==> src/rtl/demux_pkg.sv <==
// Shared types and constants for the 1-to-8 LED demultiplexer.
package demux_pkg;

  localparam int SEL_WIDTH               = 3;
  localparam int NUM_OUTPUTS             = 8;
  // 10 ms of stability at a 50 MHz board clock.
  localparam int DEFAULT_DEBOUNCE_CYCLES = 500000;
  localparam int DEFAULT_SYNC_STAGES     = 2;

  typedef logic [SEL_WIDTH-1:0]   sel_t;
  typedef logic [NUM_OUTPUTS-1:0] demux_out_t;

  // One-hot decode of a selector value into an output mask.
  function automatic demux_out_t sel_onehot(input sel_t sel);
    demux_out_t mask;
    mask      = '0;
    mask[sel] = 1'b1;
    return mask;
  endfunction

endpackage

==> src/rtl/button_debounce.sv <==
// One active-low push button: a SYNC_STAGES flop synchroniser followed by a
// stability counter. The stable level only moves after the synchronised level
// has disagreed with it for DEBOUNCE_CYCLES consecutive clocks.
// DEBOUNCE_CYCLES must be >= 1 and SYNC_STAGES must be >= 2.
module button_debounce
  import demux_pkg::*;
#(
  parameter int DEBOUNCE_CYCLES = DEFAULT_DEBOUNCE_CYCLES,
  parameter int SYNC_STAGES     = DEFAULT_SYNC_STAGES
) (
  input  logic clock,
  input  logic reset,
  input  logic raw_n,
  output logic stable_n
);

  localparam int                CNT_W    = $clog2(DEBOUNCE_CYCLES + 1);
  localparam logic [CNT_W-1:0] CNT_LAST = CNT_W'(DEBOUNCE_CYCLES - 1);

  logic [SYNC_STAGES-1:0] r_sync;
  logic                   w_sync;
  logic [CNT_W-1:0]       r_cnt;
  logic                   r_stable;

  // Shift the asynchronous button level through the synchroniser chain;
  // reset loads "released" (1) so no press is seen out of reset.
  always_ff @(posedge clock or posedge reset) begin
    if (reset) begin
      r_sync <= '1;
    end else begin
      r_sync <= {r_sync[SYNC_STAGES-2:0], raw_n};
    end
  end

  assign w_sync = r_sync[SYNC_STAGES-1];

  // Count consecutive disagreeing cycles; accept the new level on the last
  // one. Any agreement clears the count, so short glitches never land.
  always_ff @(posedge clock or posedge reset) begin
    if (reset) begin
      r_stable <= 1'b1;
      r_cnt    <= '0;
    end else if (w_sync == r_stable) begin
      r_cnt <= '0;
    end else if (r_cnt == CNT_LAST) begin
      r_stable <= w_sync;
      r_cnt    <= '0;
    end else begin
      r_cnt <= r_cnt + CNT_W'(1);
    end
  end

  assign stable_n = r_stable;

endmodule

==> src/rtl/demux_1_to_8.sv <==
// 1-to-8 demultiplexer: the slide switch x is written into the LED output
// addressed by three debounced active-low buttons.
// Build option DEMUX_CLEAR_UNSELECTED_EN: when defined, every unselected
// output is cleared each clock (pure demux); when undefined, unselected
// outputs keep their last written value (eight addressable 1-bit cells).
module demux_1_to_8
  import demux_pkg::*;
#(
  parameter int DEBOUNCE_CYCLES = DEFAULT_DEBOUNCE_CYCLES,
  parameter int SYNC_STAGES     = DEFAULT_SYNC_STAGES
) (
  input  logic                   clock,
  input  logic                   reset,
  input  logic                   x,
  input  logic [SEL_WIDTH-1:0]   sel_n,
  output logic [NUM_OUTPUTS-1:0] outputs,
  output logic [SEL_WIDTH-1:0]   sel_out
);

  logic [SEL_WIDTH-1:0] w_stable_n;
  demux_out_t           w_mask;
  demux_out_t           w_next;
  demux_out_t           r_outputs;

  // Each selector bit debounces on its own; skew between bits may briefly
  // show intermediate selector values, which is accepted.
  for (genvar i = 0; i < SEL_WIDTH; i++) begin : gen_btn
    button_debounce #(
      .DEBOUNCE_CYCLES (DEBOUNCE_CYCLES),
      .SYNC_STAGES     (SYNC_STAGES)
    ) u_btn (
      .clock    (clock),
      .reset    (reset),
      .raw_n    (sel_n[i]),
      .stable_n (w_stable_n[i])
    );
  end

  // The accepted selector is the stable registers inverted; no extra latch,
  // so a selector change only affects routing from the following edge.
  assign sel_out = ~w_stable_n;
  assign w_mask  = sel_onehot(sel_out);

  // Next output image: selected bit takes x, others hold or clear.
  always_comb begin
    w_next = '0;
`ifdef DEMUX_CLEAR_UNSELECTED_EN
    w_next = w_mask & {NUM_OUTPUTS{x}};
`else
    w_next = (r_outputs & ~w_mask) | (w_mask & {NUM_OUTPUTS{x}});
`endif
  end

  // Routing register driving the LED bank.
  always_ff @(posedge clock or posedge reset) begin
    if (reset) begin
      r_outputs <= '0;
    end else begin
      r_outputs <= w_next;
    end
  end

  assign outputs = r_outputs;

endmodule

==> config.mk <==
export PLATFORM = sky130hd
export DESIGN_NAME = demux_1_to_8
export DESIGN_NICKNAME = d
export VERILOG_FILES = /design/src/rtl/demux_pkg.sv /design/src/rtl/button_debounce.sv /design/src/rtl/demux_1_to_8.sv
export SDC_FILE = /design/constraint.sdc
export NUM_CORES = 1
export LEC_CHECK = 0
export CORE_MARGIN = 2
export CORE_UTILIZATION = 27
export CTS_BUF_LIST = sky130_fd_sc_hd__clkbuf_16
export DETAILED_ROUTE_END_ITERATION = 16
export PLACE_DENSITY = 0.54
export SETUP_SLACK_MARGIN = 0.02
export SYNTH_ARGS = -nofsm -noshare
export SYNTH_HDL_FRONTEND = slang
export SYNTH_SLANG_ARGS = --single-unit
==> constraint.sdc <==
create_clock -name clock -period 2.4 [get_ports clock]
set_input_delay 0.48 -clock clock [delete_from_list [all_inputs] [get_ports clock]]
set_output_delay 0.48 -clock clock [all_outputs]
set_load 0.01 [all_outputs]
After elaboration in Yosys (flattened, before gate mapping)
Index checks and enable logic that the tools add are counted.
- input bits: 6
- output and inout bits: 11
- flip-flop bits (word level): 74
- word-level logic and storage cells: 41
- $lt $le $gt $ge: 2
- equality and inequality tests: 6
- bitwise logic cells: 8
- muxes and demuxes: 8
- add/sub/neg operators: 3
- reduce and logical (&&, ||, !) cells: 4
- operators by type and width (operator ; count):
    2-to-1 mux 19 bit ; 6
    adder 19 x 1 -> 19 bit, second input constant ; 3
    equality test 19 bit, second input constant ; 3
    AND 8 bit ; 2
    NOT 8 bit ; 1
    bitwise OR 8 bit ; 1
    AND reduction 2 bit ; 3
    less-than comparator 3 x 4 -> 1 bit, second input constant ; 1
    demux 1 bit (select 3 bit) ; 1
    equality test 1 bit ; 3
    greater-or-equal comparator 3 x 1 -> 1 bit, second input constant ; 1
    NOT 1 bit ; 3
    NOT 3 bit ; 1
    logical AND 1 bit ; 1
    2-to-1 mux 1 bit ; 1

Depth between registers and ports, before layout
Gate-level depths: netlist of the first run.
- word-level depth: 8
- mapped depth: 7
- depth with buffers taken out: 5

By module
A second synthesis of the first run with hierarchy kept.
- cell total of the unflattened synthesis: 340
- area, all modules: 3693.5 sq um
- modules (own cells, without submodules) (module ; seq. area each (sq um) ; area an instance (sq um) ; times used ; cells an instance):
    button_debounce ; 554.3 ; 1094.8 ; 3 ; 103
    demux_1_to_8 ; 200.2 ; 409.1 ; 1 ; 31

Worst setup path before layout of the first run
Ideal clock, no wire load.
- kind: register to register
- from: register gen_btn[2].u_btn.r_cnt[7]
- to: register gen_btn[2].u_btn.r_cnt[14]
- clock period less this slack: 1998 ps
- path buffers: 1
- arrival: 1879 ps
- stages on the path, launching flop included: 6
- path slack: 402 ps
- cells stage by stage: dfrtp_1 -> or4b_1 -> or4_4 -> o21ai_4 -> buf_6 -> nor2_1
- word-level cells in the longest chain between the ends: 3
- elaborated cells on any way between the ends: 4
- classes of those cells: 1 x add/sub; 1 x eq/ne; 2 x mux
- ends and longest elaborated chain (item ; RTL line ; text):
    start: declaration ; button_debounce.sv:22 ; logic [CNT_W-1:0] r_cnt;
    start signal: assignment ; button_debounce.sv:49 ; r_cnt <= r_cnt + CNT_W'(1);
    adder 19 x 1 -> 19 bit / equality test 19 bit (equally long branches) ; button_debounce.sv:49, button_debounce.sv:45 ;
    2-to-1 mux 19 bit * ; button_debounce.sv:45 ; end else if (r_cnt == CNT_LAST) begin
    2-to-1 mux 19 bit * ; button_debounce.sv:43 ; end else if (w_sync == r_stable) begin
Mark *: on every way between the ends. The rest lies on a longest branch, timed or not.
A chain may end at the register's enable or synchronous reset.

Worst setup path in the final report of the first run
- from: register gen_btn[2].u_btn.r_cnt[6]
- to: register gen_btn[2].u_btn.r_cnt[16]
The elaborated chain is that of the path after synthesis.

==> impl_metrics.toml, run 1 <==
[final_layout]
insertedDiodeCount = 0
areaGrowthSynthToFinish_pct = 20.0
drive_above_1_share_pct = 14.1
nFillCells = 1313
layout.nets = 366
fin_area_sq_um = 4180

[timing]
fmax_ghz = 0.483
grt_setup_unrepaired = "false"
hold_viol = 0
tns_ns = 0
report.final.slew_viol_count = 0
finalCriticalPeriod_ns = 2.07
setup_viol = 0
skew_ns = 0.00762
relSlewSlack_pct = 60.4
timing.final.crit_share_pct = 86.3
layout_setup_ws_ns = 0.329
max_slew.worst_pin.slew_ns = 0.589

[logic_synthesis]
synth_top_area_share_pct = 46.7
synth_edf_count = 0
ys_types = 38
synth.largest_area_cell = "dfrtp_1"
ys_ff_latch = 74
synth_nets = 343
yosysWarnings = 0
avgSynthCellArea_sq_um = 10.4
synthTopCellsByArea = "dfrtp_1, dfstp_2, xor2_1"
yosysSeqAreaShare_pct = 53.4
synth_ff_type = "dfrtp_1"
postSynth.asyncResetShare_pct = 100
syn_area_sq_um = 3490
syn_inst = 334

[floorplanning]
start_util_pct = 27.6
die_w_um = 118
core_area_sq_um = 12600
rows = 41
die_area_sq_um = 13800
die_h_um = 118
ios = 17

[cts]
cts_tree = "built"
htreeDepth = 3
cts_setup_buffers = 0
ctsResizeCount = 0
clk_pin_slew_ns = 0.06
cts_hold_repair.buffers = 0
clockBufferDepth = 2
cts_buffers = 9
insertion_delay_ns = 0.33
clock-sinks = 74
root_buffer = "clkbuf_16"

[hold_path]
min_path_type = "flop to flop"

[route]
routed-via-count = 2459
wl_per_cell_um = 12.3
drt-total-wl_um = 6560
drt_first_iter_violations = 144
drc = 0
antenna_left = 0
viasPerCell = 4.60
dr.pass1.iters = 4

[setup_path]
crit_type = "flop to flop"
cp_max_fo = 19
cp-start-kind = "flop"
required_ns = 2.61
end_kind = "flop"
cp.arrival_ns = 2.28

[place]
hpwl_um = 4440
post-place-ws_ns = 0.331
io_buffers = 16
gp_congestion = 0.756
place_area_sq_um = 3860

[global_route]
grt_max_degree = 75
overflow = 0
grt_pass1_wl_um = 11600
antenna_found_initial = 0
first_global_vias = 2533
grt_use_total_pct = 10.2

[power_and_ir_drop]
p_per_area_nw_per_um2 = 673
ir_drop_v = 0.000327
p_leak_nw = 1.65

[status]
status = "complete, no violations"

[run]
cap_violations = 0
[critical path: stages (launching register included)]
cell,delay (ns)
dfrtp_1,0.44
or4b_4,0.55
or4_4,0.51
o21ai_4,0.12
buf_4,0.24
nor2_1,0.08
[cell usage in the layout, fill, tap and decap left out, types with 2 or more instances in the layout]
cell type	count
xor2_1	26
ha_1	3
buf_4	5
clkbuf_16	9
dfstp_2	9
inv_1	13
nand3_1	23
clkdlybuf4s50_1	16
o31ai_1	4
nor3_1	9
xnor2_1	18
nor2_1	53
o21ai_0	5
bufinv_16	2
dfrtp_1	65
nand4_1	19
and4_1	7
or4_1	5
or3_1	7
mux2_2	11
a21oi_1	10
nor4_1	9
nand2_1	13
[power by group]
part	internal, mW	total, mW	switching, mW	leakage [nW]
clock	0.909	1.42	0.515	0.157
combinational	0.0394	0.0986	0.0592	0.506
sequential	1.27	1.29	0.0195	0.983
[synth_stat cells, types with 3 or more instances]
library cell,n
nand2_1,13
nor2_1,53
dfrtp_1,65
or4_1,5
a21oi_1,10
inv_1,13
xnor2_1,18
nor3_1,9
nand4_1,19
nand3_1,23
o31ai_1,4
xor2_1,26
o21ai_0,5
and4_1,7
dfstp_2,9
or3_1,7
clkbuf_1,7
ha_1,3
mux2_2,11
nor4_1,9
[area by class of cell]
cell class                 instances  area [sq um]  share of cell area (%)
clock buffer                       9           225                    5.38
multi-input combinational        237          1520                    36.3
clock inverter                     7          93.8                    2.24
timing repair buffer              22           218                    5.20
sequential                        74          1860                    44.5
tap                              172           215                    5.14
inverter                          13          48.8                    1.17
[cell families (layout without fill, tap and decap cells)]
kind of cell             Yosys count  in the layout  synth area share [%]
buffers and inverters             23             51                  2.94
AND/OR/NAND/NOR                  156            156                  23.8
adder cells (fa/ha/maj)            3              3                  1.08
multiplexers                      11             11                  3.55
AO/OA/AOI/OAI                     23             23                  4.13
flip-flops                        74             74                  53.4
XOR/XNOR                          44             44                  11.1
[final timing paths]
| kind | startpoint | endpoint | slack (ns) | cells past startpoint |
|---|---|---|---|---|
| min in group asynchronous | reset | gen_btn[0].u_btn.r_cnt[12] | 0.53 | 3 |
| max in group asynchronous | reset | gen_btn[1].u_btn.stable_n | 1.51 | 3 |
| hold reg to reg | gen_btn[2].u_btn.r_sync[0] | gen_btn[2].u_btn.r_sync[1] | 0.36 | 0 |
| setup / recovery | gen_btn[2].u_btn.r_cnt[6] | gen_btn[2].u_btn.r_cnt[16] | 0.33 | 5 |
| setup reg to reg | gen_btn[2].u_btn.r_cnt[6] | gen_btn[2].u_btn.r_cnt[16] | 0.33 | 5 |
| hold / removal | gen_btn[2].u_btn.r_sync[0] | gen_btn[2].u_btn.r_sync[1] | 0.36 | 0 |
[layer usage]
metal / vias up / part of all wire, % / wire (um) / global-route usage [%]
met3: 10 / 2.8 / 181 / 2.52
li1: 1221 / - / - / -
met2: 21 / 46 / 3030 / 16.6
met5: - / 0 / 0 / 0
met4: 0 / 1.8 / 115 / 5.27
met1: 1207 / 49 / 3230 / 12.6
[per-stage QoR]
step / hold WS, ns / power [mW] / utilization, % / std cells
floorplan: 0.345 / 1.37 / - / 334
global placement: 0.347 / 1.42 / 30.6 / 518
detailed placement: 0.351 / 1.42 / 30.6 / 518
CTS: 0.359 / 2.86 / 33.2 / 534
global route: 0.363 / 2.93 / 33.2 / 534
finish: 0.357 / 2.82 / 33.2 / 534
Power figures use the tool's default switching activity.
==> run 2: changes to the inputs <==
--- a/config.mk
+++ b/config.mk
@@ -8,6 +8,7 @@
 export CORE_MARGIN = 2
 export CORE_UTILIZATION = 27
 export CTS_BUF_LIST = sky130_fd_sc_hd__clkbuf_16
+export CTS_CLUSTER_DIAMETER = 200
 export DETAILED_ROUTE_END_ITERATION = 16
 export PLACE_DENSITY = 0.54
 export SETUP_SLACK_MARGIN = 0.02
==> results of run 2 <==
The final DEF is identical to that of run 1; final timing and power are the same.
==> run 3: changes to the inputs <==
--- a/config.mk
+++ b/config.mk
@@ -5,7 +5,7 @@
 export SDC_FILE = /design/constraint.sdc
 export NUM_CORES = 1
 export LEC_CHECK = 0
-export CORE_MARGIN = 2
+export CORE_MARGIN = 4
 export CORE_UTILIZATION = 27
 export CTS_BUF_LIST = sky130_fd_sc_hd__clkbuf_16
 export CTS_CLUSTER_DIAMETER = 200
==> run 3 against run 2 <==
Against the previous run:
- sequential power barely moved
- flip-flop and latch count did not move
- critical endpoint is now gen_btn[2].u_btn.r_cnt[9]
- die area rose by 6.9%
- worst hold slack got worse by 0.0046 ns
- fmax fell by 0.14%
==> impl_metrics.toml, run 3 (same netlist as run 1, synthesis figures left out) <==
[status]
status = "complete, no violations"

[hold_path]
min_path_type = "flop to flop"

[final_layout]
fin_cells = 535
layout_commonest_cell = "dfrtp_1"
utilization_pct = 33.0
mostFrequentLayoutCells = "dfrtp_1, nor2_1, xor2_1, nand3_1, nand4_1"
nFillCells = 1299
drive_above_1_share_pct = 14.3
fin_area_sq_um = 4170
areaGrowthSynthToFinish_pct = 19.5
insertedDiodeCount = 0
layout.nets = 367

[global_route]
grt_use_total_pct = 9.75
grt_pass1_wl_um = 11700
grt_max_degree = 75
antenna_found_initial = 0
overflow = 0
first_global_vias = 2469

[setup_path]
slowest_stage = "or4b_4"
max_stage_delay_ns = 0.55
required_ns = 2.61
crit_family = "simple AND/OR/NAND/NOR gates"
cp-start-kind = "flop"
cp.arrival_ns = 2.28
end_kind = "flop"
crit_type = "flop to flop"
crit_chain = "or4b_4 > or4_4 > o21ai_4 > buf_4 > nor2_1"
cp.buffers_inverters = 1
cp_max_fo = 19

[place]
io_buffers = 16
hpwl_um = 4430
gp_congestion = 0.781
place_area_sq_um = 3870
post-place-cells = 519

[cts]
insertion_delay_ns = 0.33
cts_buffers = 9
ctsResizeCount = 0
htreeDepth = 3
root_buffer = "clkbuf_16"
cts_hold_repair.buffers = 0
clock-sinks = 74
clockBufferDepth = 2
clk_pin_slew_ns = 0.06
cts_tree = "built"
cts_setup_buffers = 0

[timing]
relSlewSlack_pct = 60.8
grt_setup_unrepaired = "false"
skew_ns = 0.00742
hold_viol = 0
tns_ns = 0
worst_hold_slack_ns = 0.352
max_slew.worst_pin.slew_ns = 0.583
finalCriticalPeriod_ns = 2.07
setup_viol = 0
timing.final.crit_share_pct = 86.4
report.final.slew_viol_count = 0
fmax_ghz = 0.482

[floorplanning]
die_w_um = 122
ios = 17
die_h_um = 122
rows = 41
core_area_sq_um = 12600
start_util_pct = 27.6
die_area_sq_um = 14800

[route]
viasPerCell = 4.66
drt-total-wl_um = 6480
dr.pass1.iters = 4
antenna_left = 0
routed-via-count = 2494
drc = 0
wl_per_cell_um = 12.1
drt_first_iter_violations = 161

[power_and_ir_drop]
p_per_area_nw_per_um2 = 647
p_leak_nw = 1.64
ir_drop_v = 0.000281

[run]
cap_violations = 0
## run 3: changes by cell type in the layout (fill, tap and decap cells not counted), sizes merged
cell / delta
clkinv: +2
buf: +1
bufinv: -1
inv: -1
## run 3: path summary, 6_finish.rpt
check / start / end / slack [ns] / cells past startpoint
worst max-delay path: gen_btn[2].u_btn.r_cnt[6] / gen_btn[2].u_btn.r_cnt[9] / 0.33 / 5
worst min-delay path: gen_btn[1].u_btn.r_sync[0] / gen_btn[1].u_btn.r_sync[1] / 0.35 / 0
worst max register to register: gen_btn[2].u_btn.r_cnt[6] / gen_btn[2].u_btn.r_cnt[9] / 0.33 / 5
worst min register to register: gen_btn[1].u_btn.r_sync[0] / gen_btn[1].u_btn.r_sync[1] / 0.35 / 0
max in group asynchronous: reset / gen_btn[1].u_btn.r_sync[0] / 1.50 / 3
min in group asynchronous: reset / gen_btn[0].u_btn.r_cnt[3] / 0.55 / 3
## run 3: power by group
part           internal [mW]  switching [mW]
Combinational         0.0406          0.0610
Clock                  0.802           0.501
Sequential              1.27          0.0182
Total                   2.12           0.580
## run 3: layout make-up
class	instances	area, sq um	area share, %
inverters	13	48.8	1.17
flip-flops and latches	74	1860	44.7
clock buffers	9	225	5.41
clock inverters	7	68.8	1.65
repair buffers	23	225	5.41
well taps	172	215	5.17
multi-input cells	237	1520	36.5
## run 3: routing by layer
| metal | track usage [%] | wire length (um) | up-vias |
|---|---|---|---|
| met2 | 15.1 | 3020 | 31 |
| met4 | 3.15 | 56 | 0 |
| met1 | 12.8 | 3170 | 1239 |
| met5 | 0 | 0 | - |
| li1 | - | - | 1222 |
| met3 | 3.34 | 224 | 2 |
## run 3: metrics by stage
step	setup WS, ns	total power [mW]
CTS	0.323	2.75
global placement	0.364	1.42
global route	0.233	2.82
finish	0.327	2.70
detailed placement	0.331	1.42
floorplan	0.0533	1.37
